`config.mk`:
```
export PLATFORM = sky130hd
export DESIGN_NAME = pipe_stage_skid
export DESIGN_NICKNAME = d
export VERILOG_FILES = /design/src/rtl/pipe_pkg.sv /design/src/rtl/pipe_slot.sv /design/src/rtl/pipe_stage_skid.sv
export SDC_FILE = /design/constraint.sdc
export NUM_CORES = 1
export LEC_CHECK = 0
export CAP_MARGIN = 20
export CELL_PAD_IN_SITES_DETAIL_PLACEMENT = 0
export CELL_PAD_IN_SITES_GLOBAL_PLACEMENT = 1
export CORE_MARGIN = 2
export CORE_UTILIZATION = 40
export CTS_BUF_LIST = sky130_fd_sc_hd__clkbuf_4 sky130_fd_sc_hd__clkbuf_8
export CTS_CLUSTER_SIZE = 28
export DETAILED_ROUTE_END_ITERATION = 10
export PLACE_DENSITY = 0.91
export SLEW_MARGIN = 25
export SYNTH_ARGS = -nofsm -noshare
export SYNTH_HDL_FRONTEND = slang
export SYNTH_SLANG_ARGS = --single-unit
```
`constraint.sdc`:
```
create_clock -name clk -period 2.34 [get_ports clk]
set_input_delay 0.468 -clock clk [delete_from_list [all_inputs] [get_ports clk]]
set_output_delay 0.468 -clock clk [all_outputs]
set_load 0.02 [all_outputs]
```
`src/rtl/pipe_pkg.sv`:
```
// Shared types and widths for inter-stage pipeline registers.
// A payload is the PC, instruction and commit-trace info that travel together between stages.
package pipe_pkg;

  localparam int PC_W          = 64;
  localparam int INSTR_W       = 32;
  localparam int COMMIT_INFO_W = 161;

  typedef struct packed {
    logic [PC_W-1:0]          pc;
    logic [INSTR_W-1:0]       instr;
    logic [COMMIT_INFO_W-1:0] info;
  } pipe_payload_t;

  localparam pipe_payload_t PIPE_PAYLOAD_NULL = '0;

endpackage

```
`src/rtl/pipe_slot.sv`:
```
// One pipeline storage slot: valid bit plus payload register.
// Clear (or reset) wins over load and zeroes the payload, so an empty slot never shows stale data.
module pipe_slot
  import pipe_pkg::*;
#(
  parameter int W = $bits(pipe_payload_t)
) (
  input  logic         clk,
  input  logic         rst,
  input  logic         clear,
  input  logic         load,
  input  logic [W-1:0] din,
  output logic         valid,
  output logic [W-1:0] data
);

  logic         valid_reg;
  logic [W-1:0] data_reg;

  always_ff @(posedge clk) begin
    if (rst || clear) begin
      valid_reg <= 1'b0;
      data_reg  <= '0;
    end else if (load) begin
      valid_reg <= 1'b1;
      data_reg  <= din;
    end
  end

  assign valid = valid_reg;
  assign data  = data_reg;

endmodule

```
`src/rtl/pipe_stage_skid.sv`:
```
// Inter-stage pipeline register with valid/ready handshake, flush and stall.
// With SKID=1 a second entry absorbs one beat so in_ready depends only on local state.
module pipe_stage_skid #(
  parameter int PC_W    = pipe_pkg::PC_W,
  parameter int INSTR_W = pipe_pkg::INSTR_W,
  parameter int INFO_W  = pipe_pkg::COMMIT_INFO_W,
  parameter int SKID    = 1
) (
  input  logic               clk,
  input  logic               rst,
  input  logic               flush,
  input  logic               stall,
  input  logic               in_valid,
  output logic               in_ready,
  input  logic [PC_W-1:0]    in_pc,
  input  logic [INSTR_W-1:0] in_instr,
  input  logic [INFO_W-1:0]  in_info,
  output logic               out_valid,
  input  logic               out_ready,
  output logic [PC_W-1:0]    out_pc,
  output logic [INSTR_W-1:0] out_instr,
  output logic [INFO_W-1:0]  out_info,
  output logic [1:0]         count
);

  localparam int W = PC_W + INSTR_W + INFO_W;

  logic [W-1:0] in_payload;
  logic [W-1:0] m_data;
  logic [W-1:0] m_din;
  logic         m_valid;
  logic         m_load;
  logic         m_clear;
  logic         s_valid;
  logic         accept;
  logic         emit;

  assign in_payload = {in_pc, in_instr, in_info};
  assign accept     = in_valid & in_ready & ~flush;
  assign emit       = m_valid & out_ready & ~stall;

  pipe_slot #(.W(W)) u_m (
    .clk   (clk),
    .rst   (rst),
    .clear (m_clear),
    .load  (m_load),
    .din   (m_din),
    .valid (m_valid),
    .data  (m_data)
  );

  generate
    if (SKID != 0) begin : g_skid
      logic [W-1:0] s_data;
      logic         s_load;
      logic         s_clear;

      assign in_ready = ~s_valid & ~stall;

      always_comb begin
        // S always holds the older entry, so it has priority for refilling M.
        m_load  = ~flush & ((s_valid & emit) | (accept & (~m_valid | emit)));
        m_din   = s_valid ? s_data : in_payload;
        m_clear = flush | (emit & ~accept & ~s_valid);
        s_load  = ~flush & accept & m_valid & ~emit;
        s_clear = flush | (s_valid & emit);
      end

      pipe_slot #(.W(W)) u_s (
        .clk   (clk),
        .rst   (rst),
        .clear (s_clear),
        .load  (s_load),
        .din   (in_payload),
        .valid (s_valid),
        .data  (s_data)
      );
    end else begin : g_pass
      assign in_ready = (~m_valid | out_ready) & ~stall;
      assign s_valid  = 1'b0;

      always_comb begin
        m_load  = accept;
        m_din   = in_payload;
        m_clear = flush | (emit & ~accept);
      end
    end
  endgenerate

  assign out_valid                     = m_valid;
  assign {out_pc, out_instr, out_info} = m_data;
  assign count                         = {1'b0, m_valid} + {1'b0, s_valid};

  a_skid_behind_main: assert property (@(posedge clk) disable iff (rst) s_valid |-> m_valid);
  a_count_matches: assert property (@(posedge clk) disable iff (rst)
    count == ({1'b0, m_valid} + {1'b0, s_valid}));

endmodule
```
==> results of run 1 <==
==> per-layer routing <==
metal | routed length, um | part of all wire | global-route usage
met3 | 7778 | 0.089 | 0.06653
met5 | 41 | 0.00047 | 0
met2 | 40960 | 0.47 | 0.4290
met4 | 3173 | 0.036 | 0.1129
met1 | 35710 | 0.41 | 0.3343
==> power groups by stage <==
| stage | Clock [mW] | Combinational [mW] | Sequential [mW] |
|---|---|---|---|
| 6_report | 9.37 | 2.26 | 8.96 |
| 3_5_place_dp | 0 | 2.22 | 9.15 |
| 2_1_floorplan | 0 | 0.918 | 9.26 |
| 5_1_grt | 9.93 | 2.38 | 8.97 |
| 4_1_cts | 9.54 | 2.24 | 8.96 |
| 3_3_place_gp | 0 | 2.18 | 9.15 |
==> stage by stage <==
step | cell area (um^2) | setup slack (ps) | hold WS (ps) | total power [mW]
finish | 33800 | 46.59 | 362.6 | 20.59
global route | 33790 | 15.61 | 335.1 | 21.28
CTS | 33780 | 21.80 | 295.0 | 20.74
detailed placement | 31660 | -168.2 | 444.2 | 11.37
global placement | 31660 | -162.7 | 443.8 | 11.33
floorplan | 24660 | 291.6 | 450.2 | 10.18
==> what timing repair did <==
item,in CTS,in global routing
setup endpoints to repair,4,2
gates cloned,1,0
pin swaps,1,0
setup buffers,2,0
resized for setup,8,2
hold buffers,0,0
==> logic make-up after synthesis <==
| kind of cell | count (synthesis) |
|---|---|
| AO/OA/AOI/OAI | 1033 |
| adder cells (fa/ha/maj) | 1 |
| buffers and inverters | 601 |
| flip-flops | 516 |
| multiplexers | 257 |
| AND/OR/NAND/NOR | 267 |
==> critical path: stages, from the launching register on <==
cell       delay, ps
dfxtp_4          360
buf_12           160
or2_4            290
buf_12           200
a2111oi_1        700
buf_4            210
a211oi_2          40
==> cell type report <==
type	instances	area share
Inverter	259	0.02924
Antenna cell	12	0.0008883
Clock inverter	16	0.005441
Sequential cell	516	0.3057
Tap cell	790	0.02924
Clock buffer	151	0.05630
Timing Repair Buffer	720	0.2235
Multi-Input combinational cell	1558	0.3494
Timing Repair inverter	1	0.0002591
==> path summary, 6_finish.rpt <==
check                                      start  slack (ps)                    to  cells past startpoint
worst max-delay path            g_skid.u_s.valid          50          u_m.data[50]                      6
worst min register to register      u_m.data[21]         450          u_m.data[21]                      2
worst max register to register  g_skid.u_s.valid          50          u_m.data[50]                      6
worst min-delay path                in_instr[11]         360  g_skid.u_s.data[172]                      3
==> layout by cell type (no fill, tap or decap), types with 2 or more instances in the layout <==
cell / n
a2111oi_0: 256
a211oi_1: 120
a211oi_2: 137
a21oi_1: 259
buf_12: 68
buf_4: 130
bufinv_16: 2
clkbuf_4: 28
clkbuf_8: 123
clkdlybuf4s50_1: 519
clkinv_2: 6
dfxtp_1: 514
diode_2: 12
dlygate4sd2_1: 2
inv_1: 258
inv_12: 2
inv_6: 4
mux2_2: 257
nand3_1: 257
nor2_1: 2
o21ai_0: 257
or2_4: 3
==> impl_results.md, run 1 <==
* Psw at 5.238 mW
* Finished Layout Cells at 4023
* Full die area at 63650 um^2
* Critical Path AT at 2820 ps
* Post-synth EDFFs at 0
* Synth area leader: dfxtp_1
* Synth Area in XOR/XNOR at 0
* CTS clk-pin slew, worst paths at 70 ps
* Clock group share of total power at 0.455
* DR iter-0 viols at 1881
* Yosys Warn Count at 0
* Number of synthesized register bits at 516
* Footprint of the multi-input gates at 11810 um^2
* Nets at 3411
* Clk root buf: clkbuf_8
* # IOs at 524
* Leak pwr at 10.37 nW
* Switching share of power at 0.2544
* Max frequency at 0.4360 GHz
* Detailed-route DRC error count at 0
* CTS tree: done
* Fraction of the mapped netlist area in compound gates at 0.3035
* Largest net degree at the start of global routing at 135
* GRT Resource Usage Total at 0.2647
* Logic gate share of total power at 0.110
* Core Area at 61370 um^2
* Die width at 252.3 um
* Via count at 23781
* Area delta synth->final at 37.08%
* Num rows at 91
* Clk Latency, worst-skew pair at 690 ps
* Post-Synth Simple-Gate Area at 0.05465
* Req. time, crit path at 2870 ps
* Initial Util at 0.4018
* CTS max path bufs at 3
* Ys flop type: dfxtp_1
* Fillers at 5180
* Max_cap viols at 0
* Share of cells above drive strength 1 at 0.2403
* Mapped Area at 24660 um^2
* Final Cycle Share at 0.9801
* Clock skew at 34.98 ps
* Mux share of post-synthesis cell area at 0.1174
* Final Wtd Congestion at 0.8497
* CP Launch Type: flip-flop
* Distinct cell type count after synthesis at 28
* Finished Core Util at 0.5508
* Worst slew margin at 0.5065
* Mapped Avg Cell Area at 9.219 um^2
* Drt via density at 5.911
* Outcome: complete, no violations
* CP Class: flip-flop to flip-flop
* Post-Synth Adder-Cell Area at 0.0005074
* Hpwl dp at 56280 um
* Setup crit end kind: flip-flop
* Vias in the first global route at 23708
* # setup viols final at 0
* Most frequent cells after synthesis: 516 x dfxtp_1, 259 x a21oi_1, 258 x inv_1
* Final wirelength at 87670 um
* RSZ-0062 raised after global routing: false
* Hold Fails Final Rpt at 0
* Total CTS buffers at 91
* Die Ht at 252.3 um
* H-tree depth at 3
* Ys async rst share at 0
* Top area cells in the synthesized netlist: dfxtp_1 42%, mux2_2 12%, a2111oi_0 9.1%, a211oi_2 7.0%, a21oi_1 5.3%
* Routed Antenna Nets at 0
* P per Cell Area at 609.1 nW/um^2
* Worst min-delay path class: input port to flip-flop
* Most numerous cell in the Yosys netlist: dfxtp_1
* CTS sink cnt at 516
* Setup TNS at 0 ps
* First-pass GRT wire length at 135400 um
* IO Port Bufs at 523
* CP max FO at 128
* Grt ovf at 0
* Largest family of logic cells by synthesized area: compound AO/OA/AOI/OAI gates
* Syn_nets at 2939
* Synth top area share at 0.4189
* Fin. max-slew vios at 0
* Tmin final at 2293 ps
* Initial antenna violation count at 14
* Seq pwr share at 0.435
* Mean routed wirelength per cell at 21.79 um
* Drt pass-1 iters at 5
* Reg area at 10330 um^2
* Worst slew pin tran at 721.7 ps
* Gate Count Post-Synth at 2675
* Post-synthesis sequential area ratio at 0.4189
* Int Pwr at 15.35 mW
* Worst IR drop on VDD at 494.7 uV
* Placed insts at 3841
Power figures use the tool's default switching activity.
==> run 2, diff against run 1 <==
CAP_MARGIN = unset   (was 20)
==> results of run 2 <==
The final DEF is identical to that of run 1; final timing and power are the same.
==> run 3, diff against run 2 <==
CORE_UTILIZATION = 30   (was 40)
PLACE_DENSITY = 0.75   (was 0.91)
SLEW_MARGIN = unset   (was 25)
clock period = 2.1 ns   (was 2.34 ns; I/O delays follow)
==> run 3 against run 2 <==
  * The run now ends with setup timing left
  * Critical path depth decreased by 1
  * Sequential share of layout area decreased by 1.8 points
  * Design area increased by 6.4%
  * Via count decreased by 0.14%
  * Non-clock buffer count increased by 219
  * Clock skew increased by 10 ps
  * Worst hold slack got worse by 39 ps
  * Count of clock-buffer cells in the layout increased by 4
  * First-iteration DRC count decreased by 27%
  * Largest cell class unchanged
==> impl_results.md, run 3 (synthesized netlist as in run 1, its figures left out) <==
* Initial antenna violation count at 11
* Via count at 23747
* Drt via density at 5.254
* DR iter-0 viols at 1367
* Setup crit end kind: output port
* Finished Layout Cells at 4520
* Clk Latency, worst-skew pair at 680 ps
* Top Usage Layer GRT: met2
* Outcome: finished with violations
* Fin. max-slew vios at 0
* Finished Cell Area at 35970 um^2
* Detailed-route DRC error count at 0
* Most common cell after layout, fill and taps aside: dfxtp_1
* GRT Resource Usage Total at 0.2066
* # setup viols final at 1
* Tmin final at 2134 ps
* CTS clk-pin slew, worst paths at 60 ps
* IO Port Bufs at 523
* Initial Util at 0.3018
* Post-cts hold buffer count at 0
* Grt ovf at 0
* Met2 Use GR at 0.3353
* RSZ-0062 raised after global routing: true
* CTS sink cnt at 516
* Drt pass-1 iters at 5
* DP Area at 33760 um^2
* Worst IR drop on VDD at 405.4 uV
* CP Launch Type: flip-flop
* P per Cell Area at 643.2 nW/um^2
* Finished Core Util at 0.4402
* Total CTS buffers at 94
* Core Area at 81720 um^2
* GRT met1 Usage at 0.2667
* Max frequency at 0.4687 GHz
* Die Ht at 290.7 um
* Mean routed wirelength per cell at 20.07 um
* H-tree depth at 3
* Nets at 3632
* Setup TNS at -33.78 ps
* Worst slew margin at 0.5276
* Total power draw at 23.14 mW
* Critical Path AT at 1710 ps
* Die width at 290.7 um
* Hpwl dp at 61080 um
* Leak pwr at 12.69 nW
* Final Wtd Congestion at 0.7952
* CTS max path bufs at 3
* CTS tree: done
* First-pass GRT wire length at 140000 um
* Final Cycle Share at 1.016
* CP max FO at 4
* Area delta synth->final at 45.87%
* Hold Fails Final Rpt at 0
* Largest net degree at the start of global routing at 108
* Req. time, crit path at 1680 ps
* Vias in the first global route at 23630
* Setup WS post-layout at -33.78 ps
* Worst slew pin tran at 708.5 ps
* Num rows at 105
* Routed Antenna Nets at 0
* CP Class: flip-flop to output port
* Max_cap viols at 0
* Post-place setup slack at -549.7 ps
* Highest-count cells in the layout ignoring fill and taps: 515 x dfxtp_1, 331 x buf_4, 283 x clkdlybuf4s50_1, 259 x a21oi_1, 258 x inv_1
* Final wirelength at 90730 um
* Share of cells above drive strength 1 at 0.3007
* Hold slack at 323.4 ps
* Clock skew at 45.28 ps
* Violated checks: setup timing
* Clk root buf: clkbuf_8
* Placed insts at 4334
* Met3 Usage GRT at 0.04489
* Worst min-delay path class: input port to flip-flop
* Full die area at 84510 um^2
* # IOs at 524
[run 3: layout make-up]
| cell class | instances | area [um^2] |
|---|---|---|
| Sequential cell | 516 | 10330 |
| Inverter | 259 | 979.7 |
| Timing Repair Buffer | 939 | 9126 |
| Clock buffer | 155 | 1902 |
| Tap cell | 1070 | 1339 |
| Antenna cell | 5 | 12.51 |
| Multi-Input combinational cell | 1558 | 12140 |
| Fill cell | 7942 | 45740 |
| Clock inverter | 18 | 135.1 |
[run 3: timing repair]
item,CTS,global route
setup buffers,7,2
gates resized for setup,278,119
pin swaps,1,2
setup endpoints to repair,246,109
[run 3: layer usage]
metal / up-vias / share of wire
met1: 11510 / 0.44
met5: - / 0.00096
li1: 11347 / -
met4: 12 / 0.033
met3: 179 / 0.060
met2: 699 / 0.47
[run 3: worst max-delay path: stages (launching register included)]
cell and delay [ps]:
dfxtp_4 370, buf_12 130, or2_4 260, inv_8 70
buf_16 100, buf_12 110
[run 3: power by group]
group | switching [mW] | leakage [nW] | internal [mW]
clock | 4.60 | 1.09 | 5.76
combinational | 1.47 | 7.43 | 1.34
sequential | 0.0674 | 4.17 | 9.91
total | 6.13 | 12.7 | 17.0
[run 3: worst paths after layout]
kind / start / end / slack (ps) / cells after the start
setup / recovery: g_skid.u_s.valid / in_ready / -30 / 5
hold / removal: in_pc[15] / g_skid.u_s.data[208] / 320 / 3
setup reg to reg: u_m.valid / u_m.data[159] / 20 / 6
hold reg to reg: u_m.data[17] / u_m.data[17] / 450 / 2
